**config.mk**
```make
export PLATFORM = sky130hd
export DESIGN_NAME = hazard_ctrl
export DESIGN_NICKNAME = d
export VERILOG_FILES = /design/src/rtl/hazard_pkg.sv /design/src/rtl/hazard_fwd_unit.sv /design/src/rtl/hazard_ctrl.sv
export SDC_FILE = /design/constraint.sdc
export NUM_CORES = 1
export LEC_CHECK = 0
export CORE_MARGIN = 3
export CORE_UTILIZATION = 51
export CTS_BUF_LIST = sky130_fd_sc_hd__clkbuf_8
export CTS_CLUSTER_SIZE = 25
export DETAILED_ROUTE_END_ITERATION = 7
export PLACE_DENSITY = 0.88
export SLEW_MARGIN = 20
export SYNTH_ARGS = -nofsm -noshare
export SYNTH_HDL_FRONTEND = slang
export SYNTH_HIERARCHICAL = 1
export SYNTH_SLANG_ARGS = --single-unit
```
**constraint.sdc**
```tcl
create_clock -name clk -period 3.6 [get_ports clk]
set_input_delay 0.36 -clock clk [delete_from_list [all_inputs] [get_ports clk]]
set_output_delay 0.36 -clock clk [all_outputs]
set_load 0.01 [all_outputs]
```
**src/rtl/hazard_pkg.sv**
```systemverilog
// rtl/hazard_pkg.sv - shared types and constants for the hazard controller
package hazard_pkg;

  // EX-stage operand source select
  typedef enum logic [1:0] {
    FWD_RF = 2'd0,
    FWD_M  = 2'd1,
    FWD_W  = 2'd2
  } fwd_sel_e;

  // Memory-wait sequencer state
  typedef enum logic {
    HZ_RUN,
    HZ_WAIT
  } hz_state_e;

  localparam logic [4:0] REG_ZERO = 5'd0;

endpackage

```
**src/rtl/hazard_fwd_unit.sv**
```systemverilog
// rtl/hazard_fwd_unit.sv - forwarding comparator for one EX operand
module hazard_fwd_unit
  import hazard_pkg::*;
(
  input  logic [4:0] rs_addr,
  input  logic [4:0] rd_M,
  input  logic       reg_wr_M,
  input  logic [4:0] rd_W,
  input  logic       reg_wr_W,
  output logic [1:0] fwd
);

  fwd_sel_e sel;

  // M is younger than W, so it wins when both write the same register; x0 never forwards
  always_comb begin
    sel = FWD_RF;
    if (reg_wr_M && (rd_M != REG_ZERO) && (rd_M == rs_addr)) begin
      sel = FWD_M;
    end else if (reg_wr_W && (rd_W != REG_ZERO) && (rd_W == rs_addr)) begin
      sel = FWD_W;
    end
  end

  assign fwd = sel;

endmodule

```
**src/rtl/hazard_ctrl.sv**
```systemverilog
// rtl/hazard_ctrl.sv - pipeline stall/flush sequencing and forwarding control
module hazard_ctrl
  import hazard_pkg::*;
#(
  parameter int MEM_LAT = 2,
  parameter int CNT_W   = 32
) (
  input  logic             clk,
  input  logic             reset,
  input  logic [4:0]       rs1_addr_D,
  input  logic [4:0]       rs2_addr_D,
  input  logic [4:0]       rs1_addr_E,
  input  logic [4:0]       rs2_addr_E,
  input  logic [4:0]       rd_E,
  input  logic             mem_rd_E,
  input  logic [4:0]       rd_M,
  input  logic             reg_wr_M,
  input  logic             mem_acc_M,
  input  logic [4:0]       rd_W,
  input  logic             reg_wr_W,
  input  logic             br_taken_E,
  output logic             stall_F,
  output logic             stall_D,
  output logic             stall_E,
  output logic             stall_M,
  output logic             flush_D,
  output logic             flush_E,
  output logic             flush_W,
  output logic [1:0]       fwd_a_E,
  output logic [1:0]       fwd_b_E,
  output logic [CNT_W-1:0] stall_cnt,
  output logic [CNT_W-1:0] flush_cnt
);

  localparam int WW = $clog2(MEM_LAT) + 1;
  localparam logic [WW-1:0] LAST = WW'(MEM_LAT - 1);

  hz_state_e      state;
  logic [WW-1:0]  wcnt;
  logic           mem_stall;
  logic           load_use;
  logic [1:0]     fwd_a;
  logic [1:0]     fwd_b;

  hazard_fwd_unit u_fwd_a (
    .rs_addr  (rs1_addr_E),
    .rd_M     (rd_M),
    .reg_wr_M (reg_wr_M),
    .rd_W     (rd_W),
    .reg_wr_W (reg_wr_W),
    .fwd      (fwd_a)
  );

  hazard_fwd_unit u_fwd_b (
    .rs_addr  (rs2_addr_E),
    .rd_M     (rd_M),
    .reg_wr_M (reg_wr_M),
    .rd_W     (rd_W),
    .reg_wr_W (reg_wr_W),
    .fwd      (fwd_b)
  );

  // Memory stall on the triggering RUN cycle and on every WAIT cycle except the release one
  always_comb begin
    mem_stall = 1'b0;
    if (MEM_LAT > 1) begin
      if (state == HZ_RUN) begin
        mem_stall = mem_acc_M;
      end else begin
        mem_stall = (wcnt != LAST);
      end
    end
    load_use = mem_rd_E && (rd_E != REG_ZERO) &&
               ((rd_E == rs1_addr_D) || (rd_E == rs2_addr_D));
  end

  // Priority mux: memory stall, then redirect, then load-use; everything low during reset
  always_comb begin
    stall_F = 1'b0;
    stall_D = 1'b0;
    stall_E = 1'b0;
    stall_M = 1'b0;
    flush_D = 1'b0;
    flush_E = 1'b0;
    flush_W = 1'b0;
    if (reset) begin
      if (mem_stall) begin
        stall_F = 1'b1;
        stall_D = 1'b1;
        stall_E = 1'b1;
        stall_M = 1'b1;
        flush_W = 1'b1;
      end else if (br_taken_E) begin
        flush_D = 1'b1;
        flush_E = 1'b1;
      end else if (load_use) begin
        stall_F = 1'b1;
        stall_D = 1'b1;
        flush_E = 1'b1;
      end
    end
  end

  assign fwd_a_E = reset ? fwd_a : 2'b00;
  assign fwd_b_E = reset ? fwd_b : 2'b00;

  // Wait sequencer and wrapping event counters
  always_ff @(posedge clk or negedge reset) begin
    if (!reset) begin
      state     <= HZ_RUN;
      wcnt      <= '0;
      stall_cnt <= '0;
      flush_cnt <= '0;
    end else begin
      if (state == HZ_RUN) begin
        if ((MEM_LAT > 1) && mem_acc_M) begin
          state <= HZ_WAIT;
          wcnt  <= WW'(1);
        end
      end else begin
        if (wcnt == LAST) begin
          state <= HZ_RUN;
          wcnt  <= '0;
        end else begin
          wcnt <= wcnt + WW'(1);
        end
      end
      stall_cnt <= stall_cnt + CNT_W'(stall_F);
      flush_cnt <= flush_cnt + CNT_W'(flush_D);
    end
  end

endmodule
```
* Word level (Yosys, flattened, before mapping) *
Index checks and enable logic that the tools add are counted.

storage, ports and cells
  register bits after elaboration = 67
  output and inout bits = 75
  logic and storage cells = 53

cells by class
  add/subtract/negate cells = 3
  equal/unequal tests = 8
  multiplexer cells = 25
  reductions and logical operators = 13

operators by type and width
  operator                                               number
  adder 32 x 1 -> 32 bit                                 2
  equality test 5 bit                                    6
  two-way mux 2 bit                                      9
  two-way mux 1 bit                                      16
  nonzero test 5 bit                                     3
  logical AND 1 bit                                      8
  adder 2 x 1 -> 2 bit, second input constant            1
  equality test 2 x 1 -> 1 bit, second input constant    1
  inequality test 2 x 1 -> 1 bit, second input constant  1
  nonzero test 2 bit                                     1
  logical OR 1 bit                                       1

* Logic depth before layout (Yosys ltp) *
Gate-level depths: netlist of run 1.

  depth in word-level cells = 8
  gate-level depth with buffers = 10
  depth with buffers taken out = 10

* By module *
The synthesis of run 1 kept the hierarchy.

modules (own cells, without submodules)
  module           instances  cells each  area an instance (um2)
  hazard_ctrl      1          275         3179.3
  hazard_fwd_unit  2          20          151.4

* Least setup slack after synthesis of run 1 *
Ideal clock, no wire load.

  path type = input-to-reg
  start = input port rd_E[3]
  end = register stall_cnt[26]
  arrival time = 2.721 ns
  required time = 3.474 ns
  slack = 0.754 ns
  stages on the path = 10
  buffers on the path = 0
  path through = xor2_1 -> nor3_1 -> a22oi_1 -> o41ai_1 -> ha_1 -> ha_1 -> nand2_1 -> nor4_4 -> nand4_1 -> xnor2_1

between the ends
  word-level cells in the longest chain between the ends = 8

RTL lines
  what                                                       RTL line                              source
  from (decl)                                                hazard_ctrl.sv:14                     input logic [4:0] rd_E,
  equality test 5 bit or nonzero test 5 bit (tied branches)  hazard_ctrl.sv:74, hazard_ctrl.sv:73
  logical OR 1 bit or logical AND 1 bit (tied branches)      hazard_ctrl.sv:74, hazard_ctrl.sv:73
  logical AND 1 bit (*)                                      hazard_ctrl.sv:73                     load_use = mem_rd_E && (rd_E != REG_ZERO) &&
  two-way mux 1 bit (*) (4 in a row)                         -
  net stall_D                                                hazard_ctrl.sv:23                     output logic stall_D,
  adder 32 x 1 -> 32 bit (*)                                 hazard_ctrl.sv:128                    stall_cnt <= stall_cnt + CNT_W'(stall_F);
  to (signal assigned)                                       hazard_ctrl.sv:128
  to (decl)                                                  hazard_ctrl.sv:31                     output logic [CNT_W-1:0] stall_cnt,

The timed path passes the listed nets; every way through them passes the cells marked *.
A chain may end at the register's enable or synchronous reset.

* Worst setup path in the final report of run 1 *
  start = input port rd_E[3]
  end = register stall_cnt[26]

between the ends
  word-level cells in the longest chain between the ends = 8

RTL lines
  what                                                       RTL line                              source
  equality test 5 bit or nonzero test 5 bit (tied branches)  hazard_ctrl.sv:74, hazard_ctrl.sv:73
  logical OR 1 bit or logical AND 1 bit (tied branches)      hazard_ctrl.sv:74, hazard_ctrl.sv:73
  logical AND 1 bit (*)                                      hazard_ctrl.sv:73
  two-way mux 1 bit (*)                                      hazard_ctrl.sv:96                     end else if (load_use) begin
  two-way mux 1 bit (*)                                      hazard_ctrl.sv:93                     end else if (br_taken_E) begin
  two-way mux 1 bit (*)                                      hazard_ctrl.sv:87                     if (mem_stall) begin
  two-way mux 1 bit (*)                                      hazard_ctrl.sv:86                     if (reset) begin
  adder 32 x 1 -> 32 bit (*)                                 hazard_ctrl.sv:128

Every way passes the cells marked *; elsewhere a longest branch is shown, timed or not.

==> metrics.yaml, run 1 <==
logic_synthesis:
  synth_area_per_cell_um2: 11.05
  yosys_warnings: 6
  synth_largest_area_cell: "dfrtp_1"
  synth_edf_count: 0
  async_reset_ff_frac: 1.000
  netlist.area_leader.share: 0.4815
  ys_top_cells_by_area: "dfrtp_1 48%, xnor2_1 14%, xor2_1 7.5%, nand3_1 4.2%, nand2_1 2.9%"
  synth-seq-cells: 67
  ys_types: 34
  syn-num-nets: 361
  netlist_area_mm2: 0.003482
  netlist_instances: 315
  yosysSeqAreaShare: 0.4815
  synth_flop_cell: "dfrtp_1"
clock_network:
  cts_hold_buf: 0
  postCtsSetupBuffers: 0
  clk_latency_ns: 0.33
  clockBufferDepth: 2
  cts_tree: "done"
  cts_buffers: 9
  clk_pin_slew_ns: 0.07
  h-tree-depth: 3
  cts_resized: 0
  clock-sinks: 67
  cts_root_buf: "clkbuf_8"
routing:
  drtPass1Iterations: 4
  drtAntennaViolNets: 0
  viasPerCell: 5.412
  drcViolationCount: 0
  via_count: 2825
  drtIter0Drc: 115
  wl_per_cell_um: 16.07
  finalWirelength_um: 8388
power_and_ir_drop:
  p_per_area_mw_per_mm2: 425.5
  swShare: 0.2731
  p_switching_w: 0.0005758
  p_leak_nw: 2.152
  p_int_w: 0.001533
  clockPowerShare: 0.353
  max-vdd-ir-drop_mv: 0.4463
  seqPwrFrac: 0.435
  power_frac_comb: 0.212
run_status:
  status: "finished clean"
die:
  io_pins: 117
  core_area_mm2: 0.006495
  chipHeight_um: 88.63
  start_util: 0.5361
  die-area_mm2: 0.007855
  rows: 29
  chipWidth_um: 88.63
setup_path:
  path_max_fanout: 9
  start_kind: "input port"
  cp_top_family: "simple AND/OR/NAND/NOR gates"
  worstPathCellList: "clkdlybuf4s50_1 > xor2_1 > nor3_1 > a22oi_1 > o41ai_1 > ha_1 > ha_1 > nand2_1 > nor4_4 > nand4_1 > xnor2_1"
  cpPeakStageDelay_ns: 0.56
  cp_data_required_time_ns: 3.81
  crit_buf_inv: 1
  arrival_ns: 3.41
  cpMostUsedCell: "ha_1"
  cp-end-kind: "flop"
  critPathSlowestCell: "o41ai_1"
  worstSetupPathType: "in -> reg"
cells_and_area:
  post_layout_nonfiller_instances: 522
  diodes: 0
  fin_nets: 486
  n_fill_cell: 430
  final_util: 0.7631
  areaGrowthSynthToFinish_pct: 42.33
  drive_gt1_frac: 0.08539
worst_hold_path:
  min_path_type: "in -> async"
global_routing:
  grtUsageTotal: 0.2202
  grt_pass1_wl_um: 13540
  grt_max_degree: 51
  grt_pass1_vias: 2848
  antenna_found_initial: 0
  grt-ovfl-total: 0
timing:
  drv_slew: 0
  maxSlewHeadroom: 0.5272
  fmax_mhz: 312.1
  fin_setup_tns_ns: 0
  grt_setup_unrepaired: "no"
  min_period_ns: 3.204
  whs_ns: 0.01674
  worstMarginPinSlew_ns: 0.7039
  setup-violations-final: 0
  clock_skew_ns: 0.01147
  period_share: 0.8900
  hold_violations: 0
placement:
  dp_hpwl_um: 6320
  place_inst: 506
  place_congestion: 0.8804
  numPortBuffers: 116
job:
  maxCapViolCount: 0
## cells in the mapped netlist (all sizes together) (7+ instances only)
cell type and count:
dfrtp 67, nor4 9, nor3 13, and3 11, nand4 21, xor2 30
nand3 30, xnor2 56, nor2 12, inv 7, nand2 27
## metrics by stage
step           power [W]  setup WS (ns)  cell area [um2]
2_1_floorplan   0.001103         0.7538             3482
3_3_place_gp    0.001365         0.2896             4716
3_5_place_dp    0.001377         0.1001             4716
4_1_cts         0.002128         0.3921             4956
5_1_grt         0.002206        0.09276             4956
6_report        0.002109         0.3960             4956
## worst paths after layout
check	endpoint	from	slack (ns)	cells past startpoint
worst max register to register	stall_cnt[26]	state	1.02	10
worst min-delay path	stall_cnt[6]	reset	0.02	2
worst min register to register	stall_cnt[31]	stall_cnt[31]	0.47	1
min in group clk	stall_cnt[31]	stall_cnt[31]	0.47	1
worst max-delay path	stall_cnt[26]	rd_E[3]	0.40	11
max in group asynchronous	flush_cnt[9]	reset	2.68	3
## power by group through the flow
stage | Combinational [W] | Sequential (W) | Clock, W
floorplan | 0.000164 | 0.000939 | 0
global placement | 0.000442 | 0.000923 | 0
detailed placement | 0.000449 | 0.000928 | 0
CTS | 0.000454 | 0.000916 | 0.000758
global route | 0.000485 | 0.000931 | 0.000789
finish | 0.000447 | 0.000917 | 0.000745
## metal layers
| metal | track usage | share of wire |
|---|---|---|
| met3 | 0.06611 | 0.063 |
| met1 | 0.2911 | 0.44 |
| met5 | 0 | 0 |
| met2 | 0.3570 | 0.50 |
| met4 | 0.05357 | 0.0041 |
## area by class of cell
cell class | instances | area (um2) | area share
Clock inverter | 7 | 116.4 | 0.02348
Sequential cell | 67 | 1677 | 0.3383
Inverter | 7 | 26.28 | 0.005302
Clock buffer | 9 | 123.9 | 0.02499
Timing Repair Buffer | 118 | 1171 | 0.2363
Multi-Input combinational cell | 237 | 1745 | 0.3522
Tap cell | 77 | 96.34 | 0.01944
## cells by family (layout without fill, tap and decap cells)
kind of cell,count (synthesis),in the layout,synth area share
adders and majority gates,4,4,0.01437
DFF,67,67,0.4815
AOI/OAI and AO/OA,12,12,0.03090
buffers and inverters,11,141,0.01725
xor gates and xnor gates,86,86,0.2163
and+or+nand+nor,135,135,0.2397
## sequential cells by signal, summed over array words and instances, names as in the netlist
name,count
flush_cnt,32
wcnt,2
state,1
stall_cnt,32
## placed cells by master (no fill, tap or decap), drive strengths merged
cell type,count
ha,4
o21ai,1
nand3b,1
xnor2,56
clkinv,3
nand3,30
dfrtp,67
a21oi,3
nor3,13
o22ai,1
xor2,30
a22oi,1
clkdlybuf4s50,115
o31ai,1
bufinv,3
nand4,21
or4,1
nor4,9
inv,7
buf,3
clkbuf,9
o41ai,3
nor2,12
nand2b,2
a211oi,2
nand2,27
and3,11
and4,4
and2,4
clkinvlp,1
Power figures use the tool's default switching activity.
==> run 2: changes to the inputs <==
==> constraint.sdc (replaced) <==
create_clock -name clk -period 3.6 [get_ports clk]
set_input_delay 0.72 -clock clk [delete_from_list [all_inputs] [get_ports clk]]
set_output_delay 0.72 -clock clk [all_outputs]
set_load 0.01 [all_outputs]
==> metrics.yaml, run 2 (synthesis gave the netlist of run 1 again) <==
run_status:
  status: "finished clean"
global_routing:
  grtUsageTotal: 0.2113  # -0.008880
  grt_max_degree: 45  # -12%
  grt-ovfl-total: 0  # unchanged
  grt_pass1_wl_um: 12890  # -4.8%
  antenna_found_initial: 0  # unchanged
  grt_pass1_vias: 2709  # -4.9%
clock_network:
  h-tree-depth: 3  # unchanged
  clk_pin_slew_ns: 0.07  # about the same
  cts_root_buf: "clkbuf_8"
  clk_latency_ns: 0.34  # about the same
  postCtsSetupBuffers: 0  # unchanged
  clockBufferDepth: 2  # unchanged
  cts_buffers: 9  # unchanged
  cts_tree: "done"
  clock-sinks: 67  # unchanged
setup_path:
  arrival_ns: 2.73  # -0.68 ns
  start_kind: "input port"
  worstPathCellList: "clkdlybuf4s50_1 > or4_1 > o21ai_0 > o41ai_2 > buf_4 > clkdlybuf4s50_1"
  worstSetupPathType: "in -> out"
  cp-end-kind: "output pin"
  cp_data_required_time_ns: 2.88  # -0.93 ns
  cpPeakStageDelay_ns: 0.54  # -0.02 ns
  path_max_fanout: 3  # -6
  crit_buf_inv: 3  # +2
  cp_top_family: "buffers and inverters"
  critPathSlowestCell: "or4_1"
  cpMostUsedCell: "clkdlybuf4s50_1"
routing:
  drtIter0Drc: 107  # -7.0%
  drcViolationCount: 0  # unchanged
  viasPerCell: 5.415  # about the same
  drtPass1Iterations: 4  # unchanged
  wl_per_cell_um: 15.74  # -2.0%
  via_count: 2843  # +0.64%
  drtAntennaViolNets: 0  # unchanged
  finalWirelength_um: 8266  # -1.5%
timing:
  worstMarginPinSlew_ns: 0.7319  # +0.02804 ns
  fin_setup_tns_ns: 0  # unchanged
  drv_slew: 0  # unchanged
  clock_skew_ns: 0.008479  # -0.002993 ns
  fmax_mhz: 289.5  # -7.3%
  period_share: 0.9596  # +0.06963
  grt_setup_unrepaired: "no"
  maxSlewHeadroom: 0.5084  # -0.01883
  setup-violations-final: 0  # unchanged
  fin_ws_ns: 0.1453  # -0.2507 ns
  hold_violations: 0  # unchanged
  min_period_ns: 3.455  # +0.2507 ns
  whs_ns: 0.2290  # +0.2123 ns
power_and_ir_drop:
  finalPower_w: 0.001987  # -5.8%
  p_switching_w: 0.0005826  # +1.2%
  p_per_area_mw_per_mm2: 401.7  # -5.6%
  p_leak_nw: 2.149  # -0.13%
  clockPowerShare: 0.313  # -0.040
  p_int_w: 0.001404  # -8.4%
  max-vdd-ir-drop_mv: 0.4791  # +7.3%
  power_frac_comb: 0.228  # +0.016
  swShare: 0.2932  # +0.02009
  seqPwrFrac: 0.459  # +0.024
placement:
  place_ws_ns: 0.07507  # -0.02508 ns
  dp_hpwl_um: 6292  # -0.43%
  place_congestion: 0.8783  # -0.24%
  numPortBuffers: 116  # unchanged
  placed_area_mm2: 0.004738  # +0.48%
die:
  start_util: 0.5361  # unchanged
  rows: 29  # unchanged
  chipWidth_um: 88.63  # unchanged
  io_pins: 117  # unchanged
  chipHeight_um: 88.63  # unchanged
  core_area_mm2: 0.006495  # unchanged
  die-area_mm2: 0.007855  # unchanged
cells_and_area:
  top_regs: "flush_cnt x32, stall_cnt x32, wcnt x2"
  mostFrequentLayoutCell: "clkdlybuf4s50_1"
  diodes: 0  # unchanged
  fin_nets: 489  # +0.62%
  drive_gt1_frac: 0.09375  # +0.008357
  areaGrowthSynthToFinish_pct: 42.04
  final_area_mm2: 0.004946  # -0.20%
  final_cell_mix: "115 x clkdlybuf4s50_1, 67 x dfrtp_1, 56 x xnor2_1"
worst_hold_path:
  min_path_type: "in -> async"
job:
  maxCapViolCount: 0  # unchanged
==> run 2: cell count changes in the layout (fill, tap and decap cells not counted) <==
cell	delta
buf_4	+3
bufinv_16	-2
clkinv_2	-1
clkinv_4	+1
clkinvlp_4	+1
inv_6	+1
o41ai_1	-1
o41ai_2	+1
==> run 2: worst register-to-register path, stage by stage (launching register included) <==
cell and delay, ns:
dfrtp_1 0.40, nand2_1 0.09, o22ai_1 0.22, nand3_1 0.14, inv_1 0.10, ha_1 0.17, ha_1 0.21, nand2_1 0.14
nor2_1 0.39, and4_1 0.26, xor2_1 0.14
==> run 2: final cells by class <==
class	instances	area, um2
clock buffer	9	123.9
clock inverter	7	76.32
fill	449	1549
inverter	7	26.28
multi-input combinational	237	1753
sequential	67	1677
tap	77	96.34
timing repair buffer	121	1194
==> run 2: metal layers <==
| metal | global-route usage | vias up | part of all wire |
|---|---|---|---|
| li1 | - | 1360 | - |
| met1 | 0.2719 | 1385 | 0.44 |
| met2 | 0.3475 | 89 | 0.49 |
| met3 | 0.04376 | 9 | 0.058 |
| met4 | 0.08654 | 0 | 0.014 |
| met5 | 0 | - | 0 |
==> run 2: timing repair <==
item / 4_1_cts / 5_1_grt
gates resized for setup: 0 / 1
hold buffers: 0 / 0
endpoints found under the hold margin: 0 / 0
endpoints found under the setup margin: 0 / 1
==> run 2: path summary, 6_finish.rpt <==
kind,from,end,slack [ns],cells after the start
max in group asynchronous,reset,stall_cnt[16],2.22,3
setup / recovery,rd_E[0],stall_D,0.15,6
setup reg to reg,state,flush_cnt[10],1.26,10
hold / removal,reset,wcnt[1],0.23,1
hold reg to reg,wcnt[0],wcnt[0],0.47,1
min in group clk,wcnt[0],wcnt[0],0.47,1
==> run 2: per-stage QoR <==
stage | utilization | std cells
2_1_floorplan | - | 315
3_3_place_gp | 0.7295 | 509
3_5_place_dp | 0.7295 | 509
4_1_cts | 0.7604 | 525
5_1_grt | 0.7615 | 525
6_report | 0.7615 | 525
==> run 2: power by group through the flow <==
stage	sequential, W	combinational, W	clock [W]
CTS	0.000910	0.000459	0.000642
floorplan	0.000939	0.000164	0
global route	0.000926	0.000492	0.000668
global placement	0.000921	0.000445	0
finish	0.000912	0.000454	0.000621
detailed placement	0.000924	0.000455	0
